[config.mk]
export PLATFORM = sky130hd
export DESIGN_NAME = data_mem_arbiter
export DESIGN_NICKNAME = d
export VERILOG_FILES = /design/src/rtl/data_mem_arbiter.sv
export SDC_FILE = /design/constraint.sdc
export NUM_CORES = 1
export LEC_CHECK = 0
export ABC_CLOCK_PERIOD_IN_PS = 1700
export CAP_MARGIN = 20
export CORE_MARGIN = 1
export CORE_UTILIZATION = 36
export CTS_CLUSTER_SIZE = 12
export DETAILED_ROUTE_END_ITERATION = 8
export GPL_TIMING_DRIVEN = 0
export PLACE_DENSITY = 0.79
export SLEW_MARGIN = 20
export SYNTH_ARGS = -nofsm -noshare
export SYNTH_HDL_FRONTEND = slang
export SYNTH_SLANG_ARGS = --single-unit
[constraint.sdc]
create_clock -name clk_i -period 1.7 [get_ports clk_i]
set_input_delay 0.34 -clock clk_i [delete_from_list [all_inputs] [get_ports clk_i]]
set_output_delay 0.34 -clock clk_i [all_outputs]
set_load 0.03 [all_outputs]
[src/rtl/data_mem_arbiter.sv]
// Round-robin arbiter/sequencer sharing one fixed-latency memory port between IF and DM.
// Access takes LATENCY+1 cycles to ack; losing requester is stalled until its own ack.
module data_mem_arbiter #(
  parameter int LATENCY = 2,
  parameter int ADDR_W  = 32,
  parameter int DATA_W  = 32
) (
  input  logic              clk_i,
  input  logic              rst_i,
  input  logic              if_req_i,
  input  logic [ADDR_W-1:0] if_addr_i,
  output logic              if_ack_o,
  output logic [DATA_W-1:0] if_data_o,
  output logic              if_stall_o,
  input  logic              dm_req_i,
  input  logic              dm_we_i,
  input  logic [ADDR_W-1:0] dm_addr_i,
  input  logic [DATA_W-1:0] dm_wdata_i,
  output logic              dm_ack_o,
  output logic [DATA_W-1:0] dm_rdata_o,
  output logic              dm_stall_o,
  output logic              mem_en_o,
  output logic              mem_we_o,
  output logic [ADDR_W-1:0] mem_addr_o,
  output logic [DATA_W-1:0] mem_wdata_o,
  input  logic [DATA_W-1:0] mem_rdata_i
);

  typedef enum logic [1:0] {IDLE, BUSY, ACK} state_t;

  state_t              state_q, state_d;
  logic [3:0]          cnt_q, cnt_d;
  logic                last_dm_q, last_dm_d;
  logic                sel_dm_q, sel_dm_d;
  logic                sel_we_q, sel_we_d;
  logic                mem_en_q, mem_en_d;
  logic                mem_we_q, mem_we_d;
  logic [ADDR_W-1:0]   mem_addr_q, mem_addr_d;
  logic [DATA_W-1:0]   mem_wdata_q, mem_wdata_d;
  logic                if_ack_q, if_ack_d;
  logic                dm_ack_q, dm_ack_d;
  logic [DATA_W-1:0]   if_data_q, if_data_d;
  logic [DATA_W-1:0]   dm_rdata_q, dm_rdata_d;
  logic                any_req;
  logic                grant_dm;

  assign any_req  = if_req_i | dm_req_i;
  // On a tie the side that did not win last time gets the port.
  assign grant_dm = dm_req_i & (~if_req_i | ~last_dm_q);

  always_ff @(posedge clk_i) begin
    if (rst_i) begin
      state_q     <= IDLE;
      cnt_q       <= '0;
      last_dm_q   <= 1'b1;
      sel_dm_q    <= 1'b0;
      sel_we_q    <= 1'b0;
      mem_en_q    <= 1'b0;
      mem_we_q    <= 1'b0;
      mem_addr_q  <= '0;
      mem_wdata_q <= '0;
      if_ack_q    <= 1'b0;
      dm_ack_q    <= 1'b0;
      if_data_q   <= '0;
      dm_rdata_q  <= '0;
    end else begin
      state_q     <= state_d;
      cnt_q       <= cnt_d;
      last_dm_q   <= last_dm_d;
      sel_dm_q    <= sel_dm_d;
      sel_we_q    <= sel_we_d;
      mem_en_q    <= mem_en_d;
      mem_we_q    <= mem_we_d;
      mem_addr_q  <= mem_addr_d;
      mem_wdata_q <= mem_wdata_d;
      if_ack_q    <= if_ack_d;
      dm_ack_q    <= dm_ack_d;
      if_data_q   <= if_data_d;
      dm_rdata_q  <= dm_rdata_d;
    end
  end

  always_comb begin
    state_d = state_q;
    case (state_q)
      IDLE:    if (any_req) state_d = BUSY;
      BUSY:    if (cnt_q == 4'd0) state_d = ACK;
      ACK:     state_d = IDLE;
      default: state_d = IDLE;
    endcase
  end

  always_comb begin
    cnt_d       = cnt_q;
    last_dm_d   = last_dm_q;
    sel_dm_d    = sel_dm_q;
    sel_we_d    = sel_we_q;
    mem_en_d    = 1'b0;
    mem_we_d    = 1'b0;
    mem_addr_d  = mem_addr_q;
    mem_wdata_d = mem_wdata_q;
    if_ack_d    = 1'b0;
    dm_ack_d    = 1'b0;
    if_data_d   = if_data_q;
    dm_rdata_d  = dm_rdata_q;
    case (state_q)
      IDLE: begin
        if (any_req) begin
          cnt_d      = 4'(LATENCY - 1);
          mem_en_d   = 1'b1;
          mem_we_d   = grant_dm & dm_we_i;
          mem_addr_d = grant_dm ? dm_addr_i : if_addr_i;
          if (grant_dm) mem_wdata_d = dm_wdata_i;
          last_dm_d  = grant_dm;
          sel_dm_d   = grant_dm;
          sel_we_d   = grant_dm & dm_we_i;
        end
      end
      BUSY: begin
        if (cnt_q != 4'd0) begin
          cnt_d = cnt_q - 4'd1;
        end else if (sel_dm_q) begin
          dm_ack_d = 1'b1;
          if (!sel_we_q) dm_rdata_d = mem_rdata_i;
        end else begin
          if_ack_d  = 1'b1;
          if_data_d = mem_rdata_i;
        end
      end
      default: ;
    endcase
  end

  assign if_ack_o    = if_ack_q;
  assign dm_ack_o    = dm_ack_q;
  assign if_data_o   = if_data_q;
  assign dm_rdata_o  = dm_rdata_q;
  assign mem_en_o    = mem_en_q;
  assign mem_we_o    = mem_we_q;
  assign mem_addr_o  = mem_addr_q;
  assign mem_wdata_o = mem_wdata_q;
  assign if_stall_o  = if_req_i & ~if_ack_q;
  assign dm_stall_o  = dm_req_i & ~dm_ack_q;

endmodule

==> summary.md <==
| Metric | Value |
|---|---|
| Status | completed |
| Die outline height | 122.0 um |
| Slew of the pin with the lowest slew margin | 0.5263 ns |
| Fraction of synthesis flops using an asynchronous set or reset pin | 0% |
| Max Fanout on Critical Path | 7 |
| Setup Crit Path Kind | reg2reg |
| Overall global routing resource usage | 21.59% |
| Final wirelength | 15720 um |
| Relative area change from synthesis to final layout | 68.11% |
| Cell Pwr Density | 1093 nW/um2 |
| Global-route wire length before repair | 24470 um |
| Mean cell area of the mapped netlist | 10.77 um2 |
| TritonCTS Buffers | 17 |
| Final #Nets | 911 |
| Max Clock Freq | 604.9 MHz |
| Count of unique library cells instantiated by Yosys | 34 |
| Slowest cell on the critical path | or3b_4 |
| Setup slack of the critical path after layout | 0.04695 ns |
| Number of enable flip-flop cells after synthesis | 0 |
| Number of max-slew violations in the final report | 0 |
| Crit path cell chain | inv_2 > ha_4 > or3b_4 > nor3_4 > buf_8 > buf_12 > mux2i_1 |
| Routed length per instance | 16.23 um |
| Post-Synthesis Cell Area | 5182 um2 |
| Final estimated routing congestion in global placement | 0.7645 |
| Global route overflow | 0 |
| Post-synth top area share | 54.47% |
| Number of iterations in the first detailed-routing pass | 6 |
| Total number of vias | 4746 |
| Number of global-route vias before repair | 4970 |
| Final setup violation count | 0 |
| Antenna viol nets, final | 0 |
| Clock input transition at the sequential cells of the worst setup and hold paths | 0.06 ns |
| Maximum number of pins on one net before global-route repair | 17 |
| Path category of the worst min-delay check | in2reg |
| Share of synthesized area occupied by flip-flops and latches | 54.47% |
| DR DRC count | 0 |
| Final-report hold violation count | 0 |
| Shortest clock period the worst path allows after layout | 1.653 ns |
| Die span in x | 122.0 um |
| N_diodes | 0 |
| Core Box Area | 13990 um2 |
| # clock sinks | 141 |
| Area of the die | 14880 um2 |
| Max-capacitance violation count | 0 |
| Net Count, Synth | 616 |
| Worst endpoint data arrival time | 1.99 ns |
| Ys flop type | dfxtp_1 |
| Fin crit share | 97.24% |
| Effective utilization at floorplan | 37.05% |
| Root buffer selected by CTS | clkbuf_16 |
| Worst Setup Start Kind | flop |
| Met2 track demand over resource | 37.82% |
| Count of synthesis-stage warnings from yosys | 0 |
| Count of hold-fix buffers inserted at cts | 0 |
| Cell type group with the largest total delay on the critical path | simple AND/OR/NAND/NOR gates |
| Setup slack at placement | -0.5905 ns |
| Port Buf Inserts | 265 |
| Row Count | 43 |
| Met3 track demand over resource in global routing | 7.116% |
| Initial antenna violation count | 0 |
| Later-pin clock latency in the skew report | 0.42 ns |
| Ratio of cells with drive above 1 in the final layout | 10.27% |
| Synthesized instance count | 481 |
| CTS tree | yes |
| Peak supply drop | 0.7958 mV |
| Avg Vias per Cell | 4.898 |
| WP buf/inv | 3 |
| Biggest area contributors in the synthesized netlist | dfxtp_1 54%, mux2i_1 19%, nand2_1 7.2% |
| Bufs on Longest Clock Path | 2 |
| Number of H-tree levels | 4 |
| Busiest layer in global routing | met2 |
| HPWL Detailed | 11610 um |
| Commonest cells post-synth | 141 x dfxtp_1, 99 x nand2_1, 96 x mux2i_1, 33 x o2bb2ai_1, 32 x a22o_1 |
| Critical Path Sink Type | flop |
| Total leakage power | 4.151 nW |
| Tot Pwr | 9.527 mW |
| Worst endpoint required time | 2.04 ns |
| Most area-hungry cell type in the Yosys netlist | dfxtp_1 |
| Unrepaired setup endpoints after global routing | yes |
| Post-route clock skew | 0.004231 ns |
| Critical path's largest stage delay | 0.39 ns |
| Yosys reg bits | 141 |
| Total I/O pin count | 267 |
| Relative slew margins | 64.91% |
| Most common cell in the synthesized netlist | dfxtp_1 |
| GR met1 Demand/Resource | 23.31% |
| Layout Utilization | 62.28% |
| Iter 0 DRT Violations | 220 |
[worst paths after layout]
kind | startpoint | to | slack (ns) | depth (start not counted)
max reg2reg | cnt_q[1]$_SDFFE_PP0P_ | if_data_o[20]$_SDFFE_PP0P_ | 0.05 | 7
min | rst_i | state_q[1]$_SDFFE_PP0P_ | 0.30 | 2
min reg2reg | if_data_o[15]$_SDFFE_PP0P_ | if_data_o[15]$_SDFFE_PP0P_ | 0.45 | 2
max | cnt_q[1]$_SDFFE_PP0P_ | if_data_o[20]$_SDFFE_PP0P_ | 0.05 | 7
[stage by stage]
step	hold WS, ns	TNS, ns	instances	area, um2
2_1_floorplan	0.4236	0	481	5182
3_3_place_gp	0.4429	-39.97	926	8060
3_5_place_dp	0.4462	-47.27	926	8060
4_1_cts	0.2644	-1.641	973	8795
5_1_grt	0.3174	-0.05576	969	8712
6_report	0.2963	0	969	8712
[layer usage]
layer	vias up	wire length, um
li1	2296	-
met1	2246	6277
met2	177	7953
met3	27	1140
met4	0	353
met5	-	0
[repair_timing]
item                       CTS  global route
setup endpoints to repair  249            97
pin swaps                    3             1
buffers inserted            13             1
cloned                       3             0
gates resized for setup    161            21
[sequential cells by signal (all words and copies together), names as in the netlist, 2 cells and up]
signal,count
state_q,2
cnt_q,4
mem_wdata_o,32
mem_addr_o,32
if_data_o,32
dm_rdata_o,32
[cell usage in the layout, fill, tap and decap left out, types with 5 or more instances in the layout]
master / count
o2bb2ai_1: 33
clkdlybuf4s50_1: 131
clkbuf_16: 17
dlygate4sd2_1: 132
buf_12: 5
mux2i_1: 96
nand2_1: 99
buf_2: 11
dfxtp_1: 139
nor2_1: 5
clkbuf_2: 5
a22o_1: 32
buf_4: 8
clkinv_2: 7
clkbuf_1: 11
[report_power, final]
part | internal, mW | switching (mW) | total [mW] | leakage, nW
combinational | 0.888 | 1.08 | 1.97 | 2.69
sequential | 3.56 | 0.139 | 3.70 | 1.15
clock | 2.47 | 1.38 | 3.85 | 0.306
total | 6.92 | 2.60 | 9.53 | 4.15
[cells by family (layout without fill, tap and decap cells)]
| family | after synthesis | in the layout | share of synthesized area (%) |
|---|---|---|---|
| fa+ha+maj | 2 | 2 | 0.4828 |
| mux | 96 | 96 | 18.54 |
| flops | 141 | 141 | 54.47 |
| simple gates | 122 | 122 | 10.14 |
| buf+inv | 40 | 348 | 3.670 |
| compound gates | 80 | 80 | 12.70 |
[area by class of cell]
class / count / area [um2]
Buffer: 33 / 192.7
Clock inverter: 13 / 171.4
Tap cell: 180 / 225.2
Timing Repair Buffer: 278 / 2631
Clock buffer: 19 / 442.9
Multi-Input combinational cell: 300 / 2205
Sequential cell: 141 / 2825
Inverter: 5 / 18.77
Fill cell: 1188 / 5276
Power figures use the tool's default switching activity.
